**src/rtl/fwd_hazard_pkg.sv**
```systemverilog
// Shared types and constants for the forwarding / load-use hazard unit.
//   SEL_*     : forwarding select encoding (0 = register file, k = pipeline reg k)
//   shadow_t  : one in-flight destination tracked past ID
package fwd_hazard_pkg;

   localparam int SEL_REGFILE = 0;
   localparam int SEL_EX_MEM  = 1;
   localparam int SEL_MEM_WB  = 2;

   // Destination field is stored at a fixed width so the entry type can live
   // here; instances must use ADDR_W <= SHADOW_RD_W. The unused upper bits are
   // always zero and drop out in synthesis.
   localparam int SHADOW_RD_W = 16;

   typedef struct packed {
      logic                   valid;
      logic [SHADOW_RD_W-1:0] rd;
      logic                   wr_en;
      logic                   is_load;
   } shadow_t;

endpackage

```
**src/rtl/fwd_src_match.sv**
```systemverilog
// Priority compare of one ALU source address against the shadow pipeline.
//   src_i      : source register address
//   used_i     : source is actually read
//   shadow_i   : shadow stages 1..FWD_DEPTH (1 = EX, youngest)
//   sel_o      : youngest matching stage, 0 if none (register file)
//   load_haz_o : youngest match is a load whose data is not yet forwardable
module fwd_src_match
   import fwd_hazard_pkg::*;
#(
   parameter  int ADDR_W    = 6,
   parameter  int FWD_DEPTH = 2,
   parameter  int LOAD_LAT  = 1,
   parameter  int ZERO_REG  = 0,
   localparam int SEL_W     = $clog2(FWD_DEPTH + 1)
) (
   input  logic [ADDR_W-1:0]      src_i,
   input  logic                   used_i,
   input  shadow_t [FWD_DEPTH:1]  shadow_i,
   output logic [SEL_W-1:0]       sel_o,
   output logic                   load_haz_o
);

   logic               src_is_zero;
   logic [FWD_DEPTH:1] match;

   assign src_is_zero = (ZERO_REG != 0) && (src_i == '0);

   for (genvar k = 1; k <= FWD_DEPTH; k++) begin : g_cmp
      assign match[k] = used_i & shadow_i[k].valid & shadow_i[k].wr_en &
                        (shadow_i[k].rd == SHADOW_RD_W'(src_i)) & ~src_is_zero;
   end

   // Walk oldest to youngest so the youngest match overwrites; the hazard flag
   // follows the same winner, so a younger ALU write shadows an older load.
   always_comb begin
      sel_o      = SEL_W'(SEL_REGFILE);
      load_haz_o = 1'b0;
      for (int k = FWD_DEPTH; k >= 1; k--) begin
         if (match[k]) begin
            sel_o      = SEL_W'(k);
            load_haz_o = shadow_i[k].is_load && (k <= LOAD_LAT);
         end
      end
   end

endmodule

```
**src/rtl/fwd_hazard_unit.sv**
```systemverilog
// Forwarding + load-use hazard unit between ID and EX.
//   clk_i, rst_n_i       : clock, synchronous active-low reset
//   id_valid_i           : valid instruction in ID
//   id_src_i             : source addresses, src i at [i*ADDR_W +: ADDR_W]
//   id_src_used_i        : per-source read enable
//   id_rd_i, id_wr_en_i  : destination and its write enable
//   id_is_load_i         : result comes from memory
//   flush_i              : squash the instruction in ID
//   stall_o              : combinational stall of PC/IF/ID (bubble into EX)
//   ex_valid_o           : registered, instruction now in EX is real
//   ex_src_sel_o         : registered forward select per source
//   stall_cnt_o          : saturating stall-cycle counter
module fwd_hazard_unit
   import fwd_hazard_pkg::*;
#(
   parameter  int ADDR_W    = 6,
   parameter  int NUM_SRC   = 2,
   parameter  int FWD_DEPTH = 2,
   parameter  int LOAD_LAT  = 1,
   parameter  int ZERO_REG  = 0,
   parameter  int CNT_W     = 16,
   localparam int SEL_W     = $clog2(FWD_DEPTH + 1)
) (
   input  logic                       clk_i,
   input  logic                       rst_n_i,
   input  logic                       id_valid_i,
   input  logic [NUM_SRC*ADDR_W-1:0]  id_src_i,
   input  logic [NUM_SRC-1:0]         id_src_used_i,
   input  logic [ADDR_W-1:0]          id_rd_i,
   input  logic                       id_wr_en_i,
   input  logic                       id_is_load_i,
   input  logic                       flush_i,
   output logic                       stall_o,
   output logic                       ex_valid_o,
   output logic [NUM_SRC*SEL_W-1:0]   ex_src_sel_o,
   output logic [CNT_W-1:0]           stall_cnt_o
);

   shadow_t [FWD_DEPTH:1]        shadow_q, shadow_d;
   logic [NUM_SRC-1:0][SEL_W-1:0] sel;
   logic [NUM_SRC-1:0]           load_haz;
   logic                         issue;

   logic                         ex_valid_q, ex_valid_d;
   logic [NUM_SRC*SEL_W-1:0]     ex_src_sel_q, ex_src_sel_d;
   logic [CNT_W-1:0]             stall_cnt_q, stall_cnt_d;

   for (genvar i = 0; i < NUM_SRC; i++) begin : g_src
      fwd_src_match #(
         .ADDR_W    (ADDR_W),
         .FWD_DEPTH (FWD_DEPTH),
         .LOAD_LAT  (LOAD_LAT),
         .ZERO_REG  (ZERO_REG)
      ) u_match (
         .src_i      (id_src_i[i*ADDR_W +: ADDR_W]),
         .used_i     (id_src_used_i[i]),
         .shadow_i   (shadow_q),
         .sel_o      (sel[i]),
         .load_haz_o (load_haz[i])
      );
   end

   // Flush wins over stall: a squashed instruction has no hazard to wait on.
   assign stall_o = id_valid_i & ~flush_i & (|load_haz);
   assign issue   = id_valid_i & ~stall_o & ~flush_i;

   // Shadow pipeline: back end never stalls, so it always shifts; a bubble
   // enters stage 1 whenever ID does not issue.
   always_comb begin
      shadow_d = '0;
      if (issue) begin
         shadow_d[1].valid   = 1'b1;
         shadow_d[1].rd      = SHADOW_RD_W'(id_rd_i);
         shadow_d[1].wr_en   = id_wr_en_i;
         shadow_d[1].is_load = id_is_load_i;
      end
      for (int k = 2; k <= FWD_DEPTH; k++) begin
         shadow_d[k] = shadow_q[k-1];
      end
   end

   always_comb begin
      ex_valid_d   = issue;
      ex_src_sel_d = '0;
      if (issue) ex_src_sel_d = sel;
   end

   always_comb begin
      stall_cnt_d = stall_cnt_q;
      if (stall_o && (stall_cnt_q != '1)) stall_cnt_d = stall_cnt_q + CNT_W'(1);
   end

   always_ff @(posedge clk_i) begin
      if (!rst_n_i) begin
         shadow_q     <= '0;
         ex_valid_q   <= 1'b0;
         ex_src_sel_q <= '0;
         stall_cnt_q  <= '0;
      end else begin
         shadow_q     <= shadow_d;
         ex_valid_q   <= ex_valid_d;
         ex_src_sel_q <= ex_src_sel_d;
         stall_cnt_q  <= stall_cnt_d;
      end
   end

   assign ex_valid_o   = ex_valid_q;
   assign ex_src_sel_o = ex_src_sel_q;
   assign stall_cnt_o  = stall_cnt_q;

endmodule

```
**config.mk**
```make
export PLATFORM = sky130hd
export DESIGN_NAME = fwd_hazard_unit
export DESIGN_NICKNAME = d
export VERILOG_FILES = /design/src/rtl/fwd_hazard_pkg.sv /design/src/rtl/fwd_src_match.sv /design/src/rtl/fwd_hazard_unit.sv
export SDC_FILE = /design/constraint.sdc
export NUM_CORES = 1
export LEC_CHECK = 0
export ABC_AREA = 1
export BUFFER_PORTS_ARGS = -buffer_cell sky130_fd_sc_hd__buf_2
export CELL_PAD_IN_SITES_DETAIL_PLACEMENT = 1
export CELL_PAD_IN_SITES_GLOBAL_PLACEMENT = 1
export CORE_ASPECT_RATIO = 1.75
export CORE_UTILIZATION = 35
export DETAILED_ROUTE_END_ITERATION = 6
export GPL_ROUTABILITY_DRIVEN = 0
export PLACE_DENSITY_LB_ADDON = 0.1
export SYNTH_ARGS = -nofsm -noshare
export SYNTH_HDL_FRONTEND = slang
export SYNTH_HIERARCHICAL = 1
export SYNTH_SLANG_ARGS = --single-unit
```
**constraint.sdc**
```tcl
create_clock -name clk_i -period 2.2 [get_ports clk_i]
set_input_delay 0.22 -clock clk_i [delete_from_list [all_inputs] [get_ports clk_i]]
set_output_delay 0.22 -clock clk_i [all_outputs]
set_load 0.01 [all_outputs]
```
==> results.json, run 1 <==
{
  "status": "completed",
  "final_util_pct": 46.19,
  "antenna_found_initial": 0,
  "io_pins": 48,
  "p_per_area_nw_per_um2": 586.2,
  "tightest_slew_ns": 0.6126,
  "critical_path.endpoint": "stall_o",
  "drt_iter0_drc": 72,
  "setup_ws_ns": 0.1753,
  "cp-startpoint": "shadow_d[26]",
  "area_growth_pct": 27.99,
  "hp-class": "input port to flip-flop",
  "clk_latency_ns": 0.28,
  "synth_cells": 403,
  "slew_violations": 0,
  "grt_pass1_vias": 2585,
  "ir_worst_vdd_v": 0.0004337,
  "finalClockSkew_ns": 0.003095,
  "netlist_area_um2": 2342,
  "final_cells": 577,
  "die_h_um": 110.2,
  "placed_cells": 566,
  "r2r_start": "shadow_d[26]",
  "grt_usage_pct": 21.30,
  "postRouteWirelength_mm": 7.136,
  "wl_per_cell_um": 12.37,
  "cts_buffers": 5,
  "grt_pass1_wl_mm": 11.36,
  "first_pass_iters": 3,
  "clock-sinks": 37,
  "avgSynthCellArea_um2": 5.812,
  "yosysWarnings": 6,
  "num-fill-cells": 954,
  "antenna_cells": 0,
  "rr_worst_depth": 14,
  "htreeDepth": 2,
  "crit_type": "flip-flop to output port",
  "critPathArrivalTime_ns": 1.80,
  "initial_utilization_pct": 36.09,
  "die_area_um2": 7036,
  "drv_cap": 0,
  "ant_nets": 0,
  "core_um2": 6490,
  "dpl.hpwl_mm": 5.608,
  "ctsRootBufferMaster": "clkbuf_16",
  "cts_hold_buf": 0,
  "cts_tree": "done",
  "fmax_mhz": 493.9,
  "final.min_clock_period_ns": 2.025,
  "clock_path_buffers": 2,
  "num_vias": 2570,
  "mostFrequentLayoutCell": "nand2_1",
  "p_leak_nw": 1.537,
  "rr_endpoint": "stall_cnt_o[15]",
  "finalHoldViolCount": 0,
  "r2r_setup_slack_ns": 0.20,
  "portBuffers": 47,
  "timing.final.crit_share_pct": 92.03,
  "die_w_um": 63.84,
  "relSlewSlack_pct": 59.04,
  "clk_pin_slew_ns": 0.06,
  "grt-ovfl-total": 0,
  "vias_per_cell": 4.454,
  "pre_cts_slack_ns": 0.1802,
  "worstPathMaxFanout": 10,
  "drc_errors": 0,
  "final_cell_mix": "nand2_1, nor2_1, inv_1",
  "rows": 39,
  "grt_max_degree": 27,
  "cp-start-kind": "flip-flop",
  "layout.nets": 521,
  "setup_viol": 0,
  "required_ns": 1.98,
  "drive_gt1_share_pct": 17.58,
  "end_kind": "output port"
}
## area by class of cell
class | instances | area [µm²] | share of cell area (%)
multi-input combinational | 311 | 1365 | 45.53
sequential | 37 | 744.5 | 24.83
inverter | 88 | 330.3 | 11.02
timing repair buffer | 51 | 265.3 | 8.848
clock buffer | 5 | 125.1 | 4.174
tap | 82 | 102.6 | 3.422
clock inverter | 3 | 65.06 | 2.170
## per-stage QoR
stage	cell area, µm²	total power (W)	hold slack (ns)	TNS, ns
after floorplan	2489	0.0007840	0.3322	0
after global placement	2774	0.0008296	0.4405	0
after detailed placement	2774	0.0008326	0.4429	0
after CTS	2964	0.001773	0.1446	0
after global routing	2998	0.001815	0.1523	-0.007480
final	2998	0.001757	0.1484	0
## sequential cells by signal (all words and copies together) (netlist names)
register      cells
shadow_d          9
stall_cnt_o      16
ex_src_sel_o      4
shadow_q          8
## power breakdown
group          switching, W  total [W]  internal [W]
clock              0.000290   0.000937      0.000648
combinational     0.0000854   0.000136     0.0000505
sequential       0.00000670   0.000684      0.000678
## routing by layer
layer / up-vias / routed length, µm / GRT usage (%)
met4: 0 / 191 / 8.279
met1: 1201 / 2417 / 17.59
met2: 37 / 4357 / 47.87
met5: - / 0 / 0
met3: 12 / 170 / 2.469
li1: 1320 / - / -
## worst min path at each step
stage | from | endpoint | slack [ns] | cells after the start
6_report | id_rd_i[3] | shadow_d[24] | 0.15 | 3
3_3_place_gp | id_rd_i[5] | shadow_d[26] | 0.44 | 3
3_5_place_dp | id_rd_i[3] | shadow_d[24] | 0.44 | 3
4_1_cts | id_rd_i[3] | shadow_d[24] | 0.14 | 3
5_1_grt | id_rd_i[0] | shadow_d[21] | 0.15 | 3
2_1_floorplan | id_is_load_i | shadow_d[19] | 0.33 | 2
## worst max-delay path: stages, from the launching register on
cell	delay, ns
dfxtp_1	0.38
inv_1	0.06
nand2_1	0.08
nand2_1	0.06
nor2_1	0.11
nand3_2	0.10
nor3_1	0.18
nor2_1	0.13
nor2_4	0.24
buf_2	0.19
## what timing repair did
item | 4_1_cts | 5_1_grt
endpoints found under the setup margin | 0 | 9
buffers inserted | 0 | 3
endpoints found under the hold margin | 0 | 0
resized for setup | 0 | 5
No activity file was read; power rests on OpenSTA's default activity.
==> run 2, diff against run 1 <==
- BUFFER_PORTS_ARGS: -buffer_cell sky130_fd_sc_hd__buf_2 -> not set
- DONT_BUFFER_PORTS: not set -> 1
- PLACE_DENSITY: not set -> 0.68
- PLACE_DENSITY_LB_ADDON: 0.1 -> not set
==> run 2 against run 1 <==
Combinational power is 33% lower. First-iteration DRC count is 60% lower. Flip-flop and latch count stayed put. Cell count is 7.6% lower. Routed wire length is 8.3% lower. Clock skew is 0.0033 ns higher. Fmax is 2.8% higher. Global-route usage is 1.1 points lower. Utilization is 3.7 points lower. Sequential power hardly changed. Clock power is 9.2% lower. Critical path type is now flip-flop to flip-flop. Critical endpoint is now stall_cnt_o[13]. Largest cell class unchanged.
==> results.json, run 2 (synthesis gave the netlist of run 1 again) <==
{
  "p_per_area_nw_per_um2": 590.5,
  "drt_iter0_drc": 29,
  "status": "completed",
  "grt_pass1_wl_mm": 10.66,
  "initial_utilization_pct": 36.09,
  "pwr-share-seq_pct": 42.1,
  "grt-ovfl-total": 0,
  "rr_worst_depth": 14,
  "cts_tree": "done",
  "die_w_um": 63.84,
  "num_vias": 2359,
  "hold_start": "rst_n_i",
  "core_um2": 6490,
  "final.min_clock_period_ns": 1.969,
  "intPower_w": 0.001278,
  "crit_type": "flip-flop to flip-flop",
  "hold_depth": 2,
  "drive_gt1_share_pct": 8.204,
  "largest_register_ff_count": 16,
  "wl_per_cell_um": 12.28,
  "hp-class": "input port to flip-flop",
  "min_to": "shadow_q[23]",
  "multi_input_area_um2": 1358,
  "dpl.hpwl_mm": 5.383,
  "grt_usage_pct": 20.23,
  "ir_worst_vdd_v": 0.0004707,
  "rows": 39,
  "end_kind": "flip-flop",
  "htreeDepth": 2,
  "final_cells": 533,
  "required_ns": 2.38,
  "relSlewSlack_pct": 60.40,
  "layout.nets": 477,
  "clk_latency_ns": 0.28,
  "p_leak_nw": 1.321,
  "setup_viol": 0,
  "ant_nets": 0,
  "met1_usage_pct": 17.62,
  "final_cell_mix": "nand2_1, nor2_1, inv_1",
  "final_area_um2": 2756,
  "grt_max_degree": 27,
  "switching_power_w": 0.0003491,
  "r2r_setup_slack_ns": 0.23,
  "ctsRootBufferMaster": "clkbuf_16",
  "seq_area_um2": 740.7,
  "area_growth_pct": 17.68,
  "cp-start-kind": "flip-flop",
  "first_pass_iters": 4,
  "drv_cap": 0,
  "mostFrequentLayoutCell": "nand2_1",
  "vias_per_cell": 4.426,
  "portBuffers": 0,
  "fmax_mhz": 507.8,
  "worst_hold_slack_ns": 0.03906,
  "drc_errors": 0,
  "num-fill-cells": 951,
  "antenna_found_initial": 0,
  "cts_hold_buf": 0,
  "clock-sinks": 37,
  "postRouteWirelength_mm": 6.543,
  "finalHoldViolCount": 0,
  "r2r_start": "shadow_d[25]",
  "rr_endpoint": "stall_cnt_o[13]",
  "die_area_um2": 7036,
  "critPathArrivalTime_ns": 2.15,
  "timing.final.crit_share_pct": 89.52,
  "p_comb_share_pct": 5.6,
  "clk_pin_slew_ns": 0.06,
  "die_h_um": 110.2,
  "placed_cell_area_um2": 2554,
  "finalClockSkew_ns": 0.006413,
  "busiest_layer": "met2",
  "slew_violations": 0,
  "use_met2_pct": 42.93,
  "antenna_cells": 0,
  "p_total_w": 0.001628,
  "fin_tns_setup_ns": 0,
  "pwr-share-clk_pct": 52.3,
  "placed_cells": 521,
  "swShare_pct": 21.45,
  "io_pins": 48,
  "grt_pass1_vias": 2339,
  "tightest_slew_ns": 0.5922,
  "worstPathMaxFanout": 8,
  "met3_usage_pct": 4.424,
  "cts_buffers": 5,
  "clock_path_buffers": 2
}
run 2: changes by cell type in the layout (fill, tap and decap cells not counted), sizes merged:
cell    delta
clkinv     -1
clkbuf     +2
buf       -44
bufinv     -1
run 2: through the flow:
stage / utilization, % / setup slack, ns
2_1_floorplan: - / 0.4704
3_3_place_gp: 39.35 / 0.2065
6_report: 42.47 / 0.2306
5_1_grt: 42.47 / -0.0002713
3_5_place_dp: 39.35 / 0.1413
4_1_cts: 42.01 / 0.1364
run 2: layout make-up:
cell class | count | share of cell area [%]
clock inverters | 1 | 1.089
inverters | 88 | 11.98
repair buffers | 7 | 1.906
multi-input cells | 311 | 49.25
well taps | 82 | 3.722
flip-flops and latches | 37 | 26.87
clock buffers | 7 | 5.175
run 2: how the worst max path moves through the flow:
stage | startpoint | end | slack (ns) | depth (start not counted)
global placement | shadow_d[22] | stall_cnt_o[10] | 0.21 | 13
detailed placement | shadow_d[25] | stall_cnt_o[8] | 0.14 | 13
global route | shadow_d[22] | stall_cnt_o[10] | -0.0003 | 13
finish | shadow_d[25] | stall_cnt_o[13] | 0.23 | 14
CTS | shadow_d[22] | stall_o | 0.14 | 9
floorplan | shadow_d[21] | stall_cnt_o[10] | 0.47 | 13
run 2: power groups by stage:
stage | Clock [W] | Combinational, W | Sequential, W
2_1_floorplan | 0 | 0.0000866 | 0.000697
3_3_place_gp | 0 | 0.0000874 | 0.000700
3_5_place_dp | 0 | 0.0000901 | 0.000700
4_1_cts | 0.000876 | 0.0000907 | 0.000685
5_1_grt | 0.000891 | 0.000111 | 0.000686
6_report | 0.000851 | 0.0000916 | 0.000685
run 2: repair_timing:
item,4_1_cts,5_1_grt
setup buffers,0,4
resized for setup,0,0
setup endpoints to repair,0,9
run 2: layer usage:
metal  vias to the layer above  wire length (µm)
li1                       1233                 -
met2                        38              3957
met3                         9               249
met4                         0               150
met1                      1079              2187
met5                         -                 0
run 2: critical path, cell delays in order, from the launching register on:
cell	delay [ns]
dfxtp_1	0.39
inv_1	0.06
nand2_1	0.08
nand2_1	0.05
nor2_1	0.13
nand3_2	0.13
nor3_1	0.15
nor2_1	0.10
nor2_4	0.19
buf_4	0.15
nand3_1	0.08
nor2_1	0.17
nand3_1	0.09
nand2_1	0.07
nor2_1	0.03
==> run 3, diff against run 2 <==
--- a/config.mk
+++ b/config.mk
@@ -14,3 +14,2 @@
 export DONT_BUFFER_PORTS = 1
-export GPL_ROUTABILITY_DRIVEN = 0
 export PLACE_DENSITY = 0.68
--- a/constraint.sdc
+++ b/constraint.sdc
@@ -3,2 +3,2 @@
 set_output_delay 0.22 -clock clk_i [all_outputs]
-set_load 0.01 [all_outputs]
+set_load 0.1 [all_outputs]
==> run 3 against run 2 <==
Critical path depth down 5. Routed wire length grew 3.1%. Non-clock buffer count is 19 higher. Cell area up 4.9%. Global-route usage increased by 0.052 points. First-iteration DRC count grew to 2.8 times the previous value. Critical path type is now flip-flop to output port. Combinational power up 8.6%. Largest cell class unchanged. Die area is the same.
==> results.json, run 3 (synthesis gave the netlist of run 1 again) <==
{
  "status": "completed",
  "io_pins": 48,
  "relSlewSlack_pct": 57.79,
  "mostFrequentLayoutCell": "nand2_1",
  "vias_per_cell": 4.460,
  "tightest_slew_ns": 0.6313,
  "switching_power_w": 0.0003373,
  "layout.nets": 496,
  "wl_met3_um": 248,
  "intPower_w": 0.001117,
  "grt_usage_pct": 20.29,
  "clk_latency_ns": 0.28,
  "antenna_cells": 0,
  "drive_gt1_share_pct": 13.46,
  "slew_violations": 0,
  "final.min_clock_period_ns": 2.016,
  "required_ns": 1.98,
  "timing.final.crit_share_pct": 91.66,
  "grt_pass1_vias": 2409,
  "fin_tns_setup_ns": 0,
  "top_layer": "met4",
  "hp-class": "input port to flip-flop",
  "p_per_area_nw_per_um2": 503.0,
  "place.gp.congestion": 0.8457,
  "largest_register_ff_count": 16,
  "r2r_setup_slack_ns": 0.22,
  "area_growth_pct": 23.45,
  "die_h_um": 110.2,
  "pwr-share-seq_pct": 47.0,
  "final_cell_mix": "nand2_1, inv_1, nor2_1",
  "die_w_um": 63.84,
  "drc_errors": 0,
  "drv_cap": 0,
  "p_comb_share_pct": 6.8,
  "ant_nets": 0,
  "first_pass_iters": 4,
  "ir_worst_vdd_v": 0.0004764,
  "swShare_pct": 23.19,
  "cts_hold_buf": 0,
  "p_total_w": 0.001455,
  "dr_wl_met2_mm": 4.062,
  "cts_buffers": 5,
  "rsz0062_at_grt": "false",
  "rows": 39,
  "clk_pin_slew_ns": 0.06,
  "ctsRootBufferMaster": "clkbuf_16",
  "fmax_mhz": 495.9,
  "end_kind": "output port",
  "grt-ovfl-total": 0,
  "crit_type": "flip-flop to output port",
  "htreeDepth": 2,
  "wl_per_cell_um": 12.26,
  "num_vias": 2453,
  "cts_tree": "done",
  "portBuffers": 0,
  "critPathArrivalTime_ns": 1.80,
  "dpl.hpwl_mm": 5.505,
  "clock-sinks": 37,
  "cp-start-kind": "flip-flop",
  "grt_pass1_wl_mm": 10.77,
  "core_um2": 6490,
  "wl_met1_mm": 2.332,
  "setup_viol": 0,
  "p_leak_nw": 1.410,
  "postRouteWirelength_mm": 6.743,
  "die_area_um2": 7036,
  "initial_utilization_pct": 36.09,
  "drt_iter0_drc": 81,
  "worstPathMaxFanout": 8,
  "finalHoldViolCount": 0,
  "rr_worst_depth": 14,
  "finalClockSkew_ns": 0.005382,
  "antenna_found_initial": 0,
  "pwr-share-clk_pct": 46.1,
  "clock_path_buffers": 2,
  "hold_depth": 2,
  "grt_max_degree": 27
}
==> run 3: worst max-delay path, stage by stage (launching register included) <==
cell	delay (ns)
dfxtp_1	0.40
inv_1	0.06
nand2_1	0.05
nand2_1	0.06
nor2_1	0.12
nand3_2	0.11
nor3_1	0.14
nor2_1	0.10
nor2_4	0.22
buf_8	0.24
==> run 3: worst paths after layout <==
| check | end | startpoint |
|---|---|---|
| setup / recovery | stall_o | shadow_d[21] |
| hold / removal | shadow_d[22] | id_rd_i[1] |
| setup reg to reg | stall_cnt_o[4] | shadow_d[21] |
| hold reg to reg | shadow_q[20] | shadow_d[20] |
==> run 3: power groups by stage <==
stage	registers, W	clock network (W)	logic (W)
6_report	0.000684	0.000671	0.0000995
5_1_grt	0.000685	0.000716	0.000118
4_1_cts	0.000684	0.000695	0.0000986
3_5_place_dp	0.000699	0	0.0000980
3_3_place_gp	0.000698	0	0.0000952
2_1_floorplan	0.000702	0	0.0000868
==> run 3: final cells by class <==
type | count | area [µm²]
clock buffers | 5 | 125.1
clock inverters | 1 | 5.005
fillers | 939 | 3598
inverters | 88 | 330.3
multi-input cells | 311 | 1380
flip-flops and latches | 37 | 745.7
well taps | 82 | 102.6
repair buffers | 26 | 202.7
==> run 3: what timing repair did <==
item                       4_1_cts  5_1_grt
resized for setup                0        3
buffers inserted                 0        4
setup endpoints to repair        0        3
==> run 3: stage by stage <==
stage	worst slack [ns]	hold WS, ns	utilization [%]	cells	cell area [µm²]
2_1_floorplan	-0.08826	0.3322	-	442	2515
3_3_place_gp	0.2244	0.3199	41.95	540	2723
3_5_place_dp	0.1730	0.3246	41.95	540	2723
4_1_cts	0.0001048	0.02962	43.96	546	2853
5_1_grt	0.007709	0.03788	44.55	550	2892
6_report	0.1835	0.03875	44.55	550	2892
==> run 3: metal layers <==
metal	vias to the layer above	track usage [%]
li1	1272	-
met1	1134	17.90
met2	42	43.54
met3	5	3.704
met4	0	7.143
met5	-	0
